**config.mk**
```make
export PLATFORM = sky130hd
export DESIGN_NAME = bram_fifo_ctrl
export DESIGN_NICKNAME = d
export VERILOG_FILES = /design/src/rtl/bram_fifo_ctrl.sv
export SDC_FILE = /design/constraint.sdc
export NUM_CORES = 1
export LEC_CHECK = 0
export CORE_MARGIN = 10
export CORE_UTILIZATION = 29
export DETAILED_ROUTE_END_ITERATION = 10
export PLACE_DENSITY = 0.5
export RECOVER_POWER = 25
export SYNTH_ARGS = -nofsm -noshare
export SYNTH_HDL_FRONTEND = slang
export SYNTH_SLANG_ARGS = --single-unit
```
**constraint.sdc**
```tcl
create_clock -name clk -period 8.1 [get_ports clk]
set_clock_uncertainty 0.05 [all_clocks]
set_input_delay 1.62 -clock clk [delete_from_list [all_inputs] [get_ports clk]]
set_output_delay 1.62 -clock clk [all_outputs]
set_load 0.01 [all_outputs]
```
**src/rtl/bram_fifo_ctrl.sv**
```systemverilog
// FIFO controller that uses a simple dual-port block RAM as storage and hides
// its one-cycle read latency behind a two-entry prefetch buffer (FWFT output).
module bram_fifo_ctrl #(
  parameter int DATA_W = 8,
  parameter int DEPTH  = 16,
  parameter int ADDR_W = $clog2(DEPTH)
) (
  input  logic              clk,
  input  logic              rstn,
  input  logic [DATA_W-1:0] i_data,
  input  logic              i_valid,
  output logic              o_ready,
  output logic [DATA_W-1:0] o_data,
  output logic              o_valid,
  input  logic              i_ready,
  output logic [ADDR_W+1:0] o_count,
  output logic              o_wren,
  output logic [ADDR_W-1:0] o_waddr,
  output logic [DATA_W-1:0] o_wdata,
  output logic [ADDR_W-1:0] o_raddr,
  input  logic [DATA_W-1:0] i_rdata
);

  localparam int PTR_W = ADDR_W + 1;
  localparam int CNT_W = ADDR_W + 2;

  logic [PTR_W-1:0]  wptr_q, wptr_d;
  logic [PTR_W-1:0]  rptr_q, rptr_d;
  logic              inflight_q, inflight_d;
  logic [1:0]        ob_cnt_q, ob_cnt_d;
  logic [DATA_W-1:0] ob_head_q, ob_head_d;
  logic [DATA_W-1:0] ob_skid_q, ob_skid_d;

  logic [PTR_W-1:0]  ram_cnt;
  logic [2:0]        ob_after;
  logic              wr_accept;
  logic              pop;
  logic              push;
  logic              rd_issue;

  assign ram_cnt   = wptr_q - rptr_q;
  assign o_ready   = rstn && (ram_cnt != PTR_W'(DEPTH));
  assign wr_accept = i_valid && o_ready;

  assign o_wren  = wr_accept;
  assign o_waddr = wptr_q[ADDR_W-1:0];
  assign o_wdata = i_data;
  assign o_raddr = rptr_q[ADDR_W-1:0];

  assign o_valid = (ob_cnt_q != 2'd0);
  assign o_data  = ob_head_q;
  assign pop     = o_valid && i_ready;
  assign push    = inflight_q;

  // Only prefetch when the buffer is guaranteed to have room when the data lands.
  assign ob_after = {1'b0, ob_cnt_q} + {2'b00, inflight_q} - {2'b00, pop};
  assign rd_issue = (ram_cnt != '0) && (ob_after < 3'd2);

  assign o_count = CNT_W'(ram_cnt) + CNT_W'(inflight_q) + CNT_W'(ob_cnt_q);

  always_comb begin
    wptr_d     = wptr_q + PTR_W'(wr_accept);
    rptr_d     = rptr_q + PTR_W'(rd_issue);
    inflight_d = rd_issue;
    ob_cnt_d   = ob_cnt_q;
    ob_head_d  = ob_head_q;
    ob_skid_d  = ob_skid_q;
    case ({push, pop})
      2'b10: begin
        if (ob_cnt_q == 2'd0) ob_head_d = i_rdata;
        else                  ob_skid_d = i_rdata;
        ob_cnt_d = ob_cnt_q + 2'd1;
      end
      2'b01: begin
        ob_head_d = ob_skid_q;
        ob_cnt_d  = ob_cnt_q - 2'd1;
      end
      2'b11: begin
        if (ob_cnt_q == 2'd1) begin
          ob_head_d = i_rdata;
        end else begin
          ob_head_d = ob_skid_q;
          ob_skid_d = i_rdata;
        end
      end
      default: ;
    endcase
  end

  always_ff @(posedge clk) begin
    if (!rstn) begin
      wptr_q     <= '0;
      rptr_q     <= '0;
      inflight_q <= 1'b0;
      ob_cnt_q   <= 2'd0;
      ob_head_q  <= '0;
      ob_skid_q  <= '0;
    end else begin
      wptr_q     <= wptr_d;
      rptr_q     <= rptr_d;
      inflight_q <= inflight_d;
      ob_cnt_q   <= ob_cnt_d;
      ob_head_q  <= ob_head_d;
      ob_skid_q  <= ob_skid_d;
    end
  end

endmodule
```
==> results of run 1 <==
[path summary, 6_finish.rpt]
path	start	to	slack [ns]	depth (start not counted)
worst min-delay path	ob_skid_q[1]	ob_skid_q[1]	0.44	2
worst max register to register	ob_cnt_q[1]	rptr_q[4]	4.99	14
worst max-delay path	rstn	o_ready	2.66	4
worst min register to register	ob_skid_q[1]	ob_skid_q[1]	0.44	2
[metrics by stage]
stage	util	worst slack (ns)	cell area [um2]	hold slack [ns]
after floorplan	-	4.24	1700	0.410
after global placement	0.357	2.70	2000	0.424
after detailed placement	0.357	2.66	2000	0.433
after CTS	0.378	2.66	2120	0.449
after global routing	0.378	2.47	2120	0.474
final	0.378	2.66	2120	0.441
[power by group through the flow]
stage | Clock (W) | Sequential (W) | Combinational, W
floorplan | 0 | 0.000208 | 0.000261
global placement | 0 | 0.000205 | 0.000404
detailed placement | 0 | 0.000207 | 0.000404
CTS | 0.000160 | 0.000204 | 0.000405
global route | 0.000166 | 0.000208 | 0.000432
finish | 0.000156 | 0.000202 | 0.000386
[synth_stat cells, drive strengths merged]
cell	n
a211oi	11
a21boi	1
a21o	2
a21oi	5
a311oi	1
and2	4
and3b	1
buf	21
clkinv	1
dfxtp	29
fa	4
ha	11
inv	12
mux2i	16
nand2	5
nand2b	1
nand3	4
nand3b	1
nor2	25
nor2b	1
nor3	2
nor3b	1
o2111a	1
o21ai	3
or2	1
xnor2	10
xor2	6
[cell type report]
| class | count | area share |
|---|---|---|
| multi-input cells | 117 | 0.435 |
| flip-flops and latches | 29 | 0.274 |
| repair buffers | 36 | 0.170 |
| well taps | 72 | 0.0426 |
| clock buffers | 7 | 0.0408 |
| inverters | 13 | 0.0230 |
| clock inverters | 1 | 0.0142 |
[registers in the layout, summed over array words and instances, names as in the netlist]
signal / count
ob_cnt_q: 2
o_data: 8
inflight_q: 1
ob_skid_q: 8
wptr_q: 5
rptr_q: 5
[layer usage]
layer,routed length (um),share of wire
met1,1580,0.45
met3,195,0.055
met2,1680,0.48
met4,61,0.017
met5,0,0
[worst reg2reg max path, delay by kind of cell (launching register included)]
family	cells	cell delay (ns)
compound gates	1	0.12
fa+ha+maj	4	1.02
buf+inv	1	0.11
xor+xnor	3	0.53
flops	1	0.53
simple gates	5	0.63
[kinds of logic (layout without fill, tap and decap cells)]
group	Yosys count	count (layout)	synth area share
AO/OA/AOI/OAI	24	24	0.109
multiplexers	16	16	0.0940
AND/OR/NAND/NOR	46	46	0.123
XOR/XNOR	16	16	0.0866
adder cells (fa/ha/maj)	15	15	0.128
flip-flops	29	29	0.341
buffers and inverters	34	57	0.119
==> flow_summary.rst, run 1 <==
.. list-table::
   :header-rows: 1

   * - Metric
     - Value
   * - Layer carrying the most global-route usage
     - met2
   * - Yosys warning total
     - 0
   * - Met2 track demand over resource in global routing
     - 0.126
   * - Horizontal die dimension
     - 96.7 um
   * - Setup violations, final
     - 0
   * - Critical Path Source Type
     - primary input
   * - Switching power share of the total
     - 0.365
   * - TritonCTS clock tree
     - done
   * - Minimum clock period after layout
     - 5.44 ns
   * - CTS max path bufs
     - 2
   * - Multi-input combinational cell area
     - 921 um2
   * - Layout Nets
     - 237
   * - Clock root cell
     - clkbuf_8
   * - Internal power of the cells
     - 0.000472 W
   * - Buffering stage count on the worst path with inverters included
     - 3
   * - Slew margin rel.
     - 0.514
   * - Transition time at the pin with the least slew margin
     - 0.725 ns
   * - Sequential Area
     - 581 um2
   * - Highest clock frequency the design can meet
     - 184 MHz
   * - Number of placed cells counting well taps
     - 267
   * - Post-detailed-route via-to-cell ratio
     - 4.43
   * - Share of final-layout standard cells stronger than drive strength 1
     - 0.0640
   * - Top cells by area, synth
     - dfxtp_1, mux2i_1, ha_1
   * - Setup bufs post-CTS
     - 0
   * - # resized after CTS
     - 0
   * - Slowest stage cell, crit path
     - dlygate4sd3_1
   * - Slowest Stage Delay on Critical Path
     - 0.62 ns
   * - Area share of the largest cell type after synthesis
     - 0.341
   * - Global-route wire length before repair
     - 6100 um
   * - Number of buffers added by the clock tree synthesis step
     - 5
   * - Number of fillers in the final layout
     - 610
   * - Total power of the final layout
     - 0.000744 W
   * - Cell area after synthesis
     - 1700 um2
   * - Number of instances in the synthesized netlist
     - 180
   * - Setup total negative slack
     - 0 ns
   * - Drt first-iter violations
     - 39
   * - Wire length per cell
     - 12.8 um
   * - Core area
     - 5610 um2
   * - Worst VDD drop
     - 127 uV
   * - Class of the tightest hold or removal check
     - reg2reg
   * - Count of inserted antenna diode cells
     - 0
   * - Clock sink total
     - 29
   * - Cell leakage power
     - 0.873 nW
   * - Crit-path cells
     - dlygate4sd3_1 -> clkinv_1 -> a21oi_1 -> clkdlybuf4s50_1
   * - Met3 Usage GRT
     - 0.0277
   * - Global-route met1 utilization
     - 0.0885
   * - Most common library cell in the layout ignoring fill and taps
     - dfxtp_1
   * - Hold Fails Final Rpt
     - 0
   * - Critical Setup Path Class
     - in2out
   * - PortBufs
     - 36
   * - Switching power
     - 0.000271 W
   * - Top library cells by usage in the layout, fill and taps aside
     - dfxtp_1, nor2_1, clkdlybuf4s50_1, mux2i_1, dlygate4sd3_1
   * - Number of global-route vias before repair
     - 1236
   * - Max-cap violations
     - 0
   * - Detailed-routing iteration count for the pre-antenna-repair pass
     - 4
   * - Placement row count
     - 27
   * - Data arrival time at the worst-slack endpoint
     - 3.77 ns
   * - Element type at the critical path end
     - primary output
   * - Cell family with the largest share of critical-path delay
     - buffers and inverters
   * - Register area share after synthesis
     - 0.341
   * - Final global-route overflow total
     - 0
   * - Result of the run
     - finished, final reports clean
   * - Mean post-synth cell area
     - 9.47 um2
   * - Power per Cell Area
     - 351 nW/um2
   * - Die Span Y
     - 96.7 um
   * - Overall die area
     - 9340 um2
   * - Number of cells in the finished layout apart from fillers
     - 275
   * - Final Max Slew Viols
     - 0
   * - RSZ-0062 raised after global routing
     - false
   * - Clock latency of the later-clocked register in the worst-skew pair
     - 0.28 ns
   * - Initial antenna violation count
     - 0
   * - Initial Utilization
     - 0.304
   * - Depth of the CTS H-tree
     - 2
   * - Combinational share of power
     - 0.519
   * - Mapped Nets
     - 215
   * - Number of vias in the routed layout
     - 1219
   * - HPWL Detailed
     - 2800 um
   * - Io pins
     - 53
   * - Number of distinct library cell variants in the gate-level netlist after synthesis
     - 34
   * - CP Max Fanout
     - 26
   * - FF+latch count, synth
     - 29
   * - Part of the power in registers
     - 0.271
   * - Proportion of power drawn by the clock network
     - 0.210
   * - Final GP Congestion
     - 0.664
   * - Synth area leader
     - dfxtp_1
   * - Antenna-violating nets left
     - 0
   * - Maximum number of pins on one net before global-route repair
     - 27
   * - Total wire length after detailed routing
     - 3520 um
   * - Final period util
     - 0.672
   * - Layout overhead on the synthesized area
     - 24.2%
   * - DRC errors left
     - 0
   * - All-layer global routing usage
     - 0.0778
   * - Required time worst endpoint
     - 6.43 ns
   * - Total of hold buffers inserted after clock tree synthesis
     - 0
   * - Clock slew seen by the registers of the worst setup and hold paths
     - 0.06 ns
Power figures use the tool's default switching activity.
==> run 2, diff against run 1 <==
Clock period 8.1 ns to 5.1 ns, I/O delays scaled along.
==> flow_summary.rst, run 2 (synthesized netlist as in run 1, its figures left out) <==
.. list-table::
   :header-rows: 1

   * - Metric
     - Value
   * - Post-route setup slack
     - 1.24 ns
   * - Minimum clock period after layout
     - 3.86 ns
   * - Slowest Stage Delay on Critical Path
     - 0.55 ns
   * - Transition time at the pin with the least slew margin
     - 0.646 ns
   * - Total wire length after detailed routing
     - 3520 um
   * - Final global-route overflow total
     - 0
   * - All-layer global routing usage
     - 0.0763
   * - Cell leakage power
     - 0.840 nW
   * - Clock sink total
     - 29
   * - Total power of the final layout
     - 0.00112 W
   * - HPWL Detailed
     - 2790 um
   * - Wire length per cell
     - 12.8 um
   * - Horizontal die dimension
     - 96.7 um
   * - Hold path depth
     - 2
   * - Slowest stage cell, crit path
     - clkdlybuf4s50_1
   * - Count of inserted antenna diode cells
     - 0
   * - Data arrival time at the worst-slack endpoint
     - 2.79 ns
   * - Required time worst endpoint
     - 4.03 ns
   * - Internal power of the cells
     - 0.000690 W
   * - Initial Utilization
     - 0.304
   * - Result of the run
     - finished, final reports clean
   * - Number of cells in the finished layout apart from fillers
     - 276
   * - Top library cells by usage in the layout, fill and taps aside
     - clkdlybuf4s50_1, dfxtp_1, nor2_1, mux2i_1
   * - Depth of the CTS H-tree
     - 2
   * - Most common library cell in the layout ignoring fill and taps
     - clkdlybuf4s50_1
   * - Number of vias in the routed layout
     - 1183
   * - Final instance area
     - 2090 um2
   * - Post-placement worst setup slack
     - 1.43 ns
   * - Placement row count
     - 27
   * - Highest clock frequency the design can meet
     - 259 MHz
   * - Slew margin rel.
     - 0.568
   * - Proportion of power drawn by the clock network
     - 0.163
   * - DRC errors left
     - 0
   * - Worst VDD drop
     - 195 uV
   * - Critical Setup Path Class
     - reg2out
   * - Layout overhead on the synthesized area
     - 22.9%
   * - Initial antenna violation count
     - 0
   * - Antenna-violating nets left
     - 0
   * - Final Max Slew Viols
     - 0
   * - PortBufs
     - 36
   * - Detailed-routing iteration count for the pre-antenna-repair pass
     - 4
   * - Final GP Congestion
     - 0.678
   * - Combinational share of power
     - 0.552
   * - Element type at the critical path end
     - primary output
   * - Clock latency of the later-clocked register in the worst-skew pair
     - 0.27 ns
   * - Layout Nets
     - 238
   * - CP Max Fanout
     - 3
   * - Share of final-layout standard cells stronger than drive strength 1
     - 0.0735
   * - Max-cap violations
     - 0
   * - Die Span Y
     - 96.7 um
   * - Setup violations, final
     - 0
   * - Crit-path cells
     - inv_1 -> ha_1 -> inv_1 -> fa_1 -> ha_1 -> nor2b_1 -> o21ai_0 -> xor2_1 -> clkdlybuf4s50_1
   * - Drt first-iter violations
     - 41
   * - Clock slew seen by the registers of the worst setup and hold paths
     - 0.06 ns
   * - Overall die area
     - 9340 um2
   * - Setup bufs post-CTS
     - 0
   * - Switching power share of the total
     - 0.383
   * - # resized after CTS
     - 0
   * - Maximum number of pins on one net before global-route repair
     - 26
   * - Power per Cell Area
     - 534 nW/um2
   * - Length in cells of the worst reg-to-reg path
     - 14
   * - Switching power
     - 0.000429 W
   * - Io pins
     - 53
   * - CTS max path bufs
     - 2
   * - Part of the power in registers
     - 0.284
   * - Core area
     - 5610 um2
   * - Clock root cell
     - clkbuf_8
   * - Post-detailed-route via-to-cell ratio
     - 4.29
   * - Number of placed cells counting well taps
     - 268
   * - Global-route wire length before repair
     - 5950 um
   * - Number of global-route vias before repair
     - 1217
   * - Instance area at placement
     - 2010 um2
   * - TritonCTS clock tree
     - done
   * - Total of hold buffers inserted after clock tree synthesis
     - 0
   * - Number of buffers added by the clock tree synthesis step
     - 5
   * - Hold Fails Final Rpt
     - 0
   * - Class of the tightest hold or removal check
     - reg2reg
   * - RSZ-0062 raised after global routing
     - false
   * - Critical Path Source Type
     - flip-flop
   * - Setup total negative slack
     - 0 ns
   * - Final period util
     - 0.757
## run 2: cell count changes in the layout (fill, tap and decap cells not counted), sizes merged
cell / before / now
dlygate4sd3: 14 / 6
clkdlybuf4s50: 22 / 30
clkinvlp: 0 / 1
clkbuf: 7 / 5
buf: 0 / 1
clkinv: 1 / 3
bufinv: 1 / 0
## run 2: metal layers
| layer | up-vias | routed length [um] | global-route usage |
|---|---|---|---|
| met4 | 0 | 44 | 0.0349 |
| met2 | 21 | 1660 | 0.122 |
| met1 | 532 | 1630 | 0.0889 |
| met5 | - | 0 | 0 |
| met3 | 4 | 183 | 0.0263 |
| li1 | 626 | - | - |
## run 2: final timing paths
check	start	to	slack, ns
worst max register to register	ob_cnt_q[1]	rptr_q[4]	2.03
worst max-delay path	wptr_q[0]	o_count[3]	1.24
worst min-delay path	ob_skid_q[3]	ob_skid_q[3]	0.44
worst min register to register	ob_skid_q[3]	ob_skid_q[3]	0.44
## run 2: critical path, delay by kind of cell (launching register included)
kind | cells | cell delay, ns
compound gates | 1 | 0.24
xor+xnor | 1 | 0.17
fa+ha+maj | 3 | 0.96
buf+inv | 3 | 0.68
flops | 1 | 0.36
simple gates | 1 | 0.12
## run 2: cell type report
class	count	area [um2]
Fill cell	603	3510
Sequential cell	29	581
Timing Repair Buffer	37	368
Inverter	13	48.8
Clock inverter	3	17.5
Clock buffer	5	68.8
Multi-Input combinational cell	117	921
Tap cell	72	90.1
## run 2: power groups by stage
| stage | Sequential [W] | Combinational [W] | Clock (W) |
|---|---|---|---|
| 6_report | 0.000318 | 0.000618 | 0.000183 |
| 5_1_grt | 0.000325 | 0.000698 | 0.000199 |
| 4_1_cts | 0.000320 | 0.000641 | 0.000192 |
| 3_5_place_dp | 0.000326 | 0.000639 | 0 |
| 3_3_place_gp | 0.000326 | 0.000639 | 0 |
| 2_1_floorplan | 0.000330 | 0.000414 | 0 |
## run 2: through the flow
step	hold WS, ns	utilization
after global routing	0.472	0.373
after floorplan	0.410	-
after global placement	0.423	0.358
after CTS	0.451	0.373
final	0.442	0.373
after detailed placement	0.433	0.358
==> run 3, diff against run 2 <==
Clock period 5.1 ns to 4 ns, I/O delays scaled along.
==> flow_summary.rst, run 3 (synthesized netlist as in run 1, its figures left out) <==
.. list-table::
   :header-rows: 1

   * - Metric
     - Value
   * - Antenna-violating nets left
     - 0
   * - Initial antenna violation count
     - 0
   * - Critical Path Source Type
     - flip-flop
   * - Most common library cell in the layout ignoring fill and taps
     - clkdlybuf4s50_1
   * - Clock root cell
     - clkbuf_8
   * - Maximum number of pins on one net before global-route repair
     - 26
   * - Power per Cell Area
     - 709 nW/um2
   * - DRC errors left
     - 0
   * - Number of buffers added by the clock tree synthesis step
     - 5
   * - Highest clock frequency the design can meet
     - 275 MHz
   * - WL met2
     - 1610 um
   * - Count of inserted antenna diode cells
     - 0
   * - Io pins
     - 53
   * - Required time worst endpoint
     - 3.15 ns
   * - Setup violations, final
     - 0
   * - Part of the power in registers
     - 0.270
   * - Transition time at the pin with the least slew margin
     - 0.641 ns
   * - Initial Utilization
     - 0.304
   * - Setup bufs post-CTS
     - 0
   * - HPWL Detailed
     - 2730 um
   * - Switching power share of the total
     - 0.361
   * - Switching power
     - 0.000543 W
   * - Placement row count
     - 27
   * - Class of the tightest hold or removal check
     - reg2reg
   * - Global-route wire length before repair
     - 5880 um
   * - Data arrival time at the worst-slack endpoint
     - 2.78 ns
   * - CP Max Fanout
     - 3
   * - Critical Setup Path Class
     - reg2out
   * - # resized after CTS
     - 0
   * - Final core utilization
     - 0.379
   * - Depth of the CTS H-tree
     - 2
   * - Total wire length after detailed routing
     - 3490 um
   * - Minimum clock period after layout
     - 3.63 ns
   * - RSZ-0062 raised after global routing
     - false
   * - Core area
     - 5610 um2
   * - Internal power of the cells
     - 0.000963 W
   * - Top library cells by usage in the layout, fill and taps aside
     - clkdlybuf4s50_1, dfxtp_1, nor2_1, mux2i_1
   * - Element type at the critical path end
     - primary output
   * - Post-detailed-route via-to-cell ratio
     - 4.28
   * - Share of final-layout standard cells stronger than drive strength 1
     - 0.0686
   * - Final period util
     - 0.908
   * - Final global-route overflow total
     - 0
   * - Horizontal die dimension
     - 96.7 um
   * - Clock slew seen by the registers of the worst setup and hold paths
     - 0.06 ns
   * - Number of global-route vias before repair
     - 1166
   * - Combinational share of power
     - 0.522
   * - Slew margin rel.
     - 0.572
   * - Final Max Slew Viols
     - 0
   * - Layout Nets
     - 238
   * - Uppermost layer routed
     - met4
   * - All-layer global routing usage
     - 0.0767
   * - Detailed-routing iteration count for the pre-antenna-repair pass
     - 4
   * - Clock sink total
     - 29
   * - Wire length per cell
     - 12.7 um
   * - Met1 WL
     - 1630 um
   * - Worst VDD drop
     - 255 uV
   * - Final GP Congestion
     - 0.679
   * - Cell leakage power
     - 0.855 nW
   * - CTS max path bufs
     - 2
   * - Drt first-iter violations
     - 41
   * - Layout overhead on the synthesized area
     - 24.7%
   * - Setup total negative slack
     - 0 ns
   * - Clock latency of the later-clocked register in the worst-skew pair
     - 0.28 ns
   * - Hold Fails Final Rpt
     - 0
   * - PortBufs
     - 36
   * - Result of the run
     - finished, final reports clean
   * - Overall die area
     - 9340 um2
   * - TritonCTS clock tree
     - done
   * - Die Span Y
     - 96.7 um
   * - Proportion of power drawn by the clock network
     - 0.208
   * - Max-cap violations
     - 0
   * - Number of vias in the routed layout
     - 1182
   * - Total of hold buffers inserted after clock tree synthesis
     - 0
   * - Detailed route wirelength on metal3
     - 167 um
run 3: metrics by stage:
| stage | cells | total power [W] | worst slack (ns) | hold slack (ns) | instance area [um2] |
|---|---|---|---|---|---|
| after CTS | 276 | 0.00155 | 0.318 | 0.450 | 2120 |
| final | 276 | 0.00151 | 0.367 | 0.440 | 2120 |
| after detailed placement | 268 | 0.00123 | 0.557 | 0.433 | 2010 |
| after floorplan | 180 | 0.000949 | 1.20 | 0.410 | 1700 |
| after global placement | 268 | 0.00123 | 0.611 | 0.423 | 2010 |
| after global routing | 276 | 0.00164 | 0.163 | 0.472 | 2120 |
run 3: power by group through the flow:
stage,Combinational [W],Clock (W),Sequential [W]
6_report,0.000787,0.000313,0.000406
5_1_grt,0.000892,0.000332,0.000416
4_1_cts,0.000815,0.000322,0.000409
3_5_place_dp,0.000813,0,0.000415
3_3_place_gp,0.000815,0,0.000415
2_1_floorplan,0.000528,0,0.000421
run 3: worst max-delay path: stages (launching register included):
cell	delay, ns
dfxtp_1	0.36
inv_1	0.06
ha_1	0.20
inv_1	0.07
fa_1	0.47
ha_1	0.29
nor2b_1	0.12
o21ai_0	0.24
xor2_1	0.17
clkdlybuf4s50_1	0.55
run 3: final cells by class:
cell class	instances	area (um2)
Fill cell	581	3480
Multi-Input combinational cell	117	921
Sequential cell	29	581
Timing Repair Buffer	37	368
Tap cell	72	90.1
Clock buffer	7	86.3
Inverter	13	48.8
Clock inverter	1	30.0
run 3: final timing paths:
check	from	end	slack [ns]	cells after the start
min reg2reg	ob_skid_q[2]	ob_skid_q[2]	0.44	2
max reg2reg	ob_cnt_q[1]	rptr_q[4]	0.94	14
min	ob_skid_q[2]	ob_skid_q[2]	0.44	2
max	wptr_q[0]	o_count[3]	0.37	9
run 3: layer usage:
metal	global-route usage	up-vias
met3	0.0256	7
met2	0.117	23
li1	-	633
met5	0	-
met4	0.0417	0
met1	0.0921	519
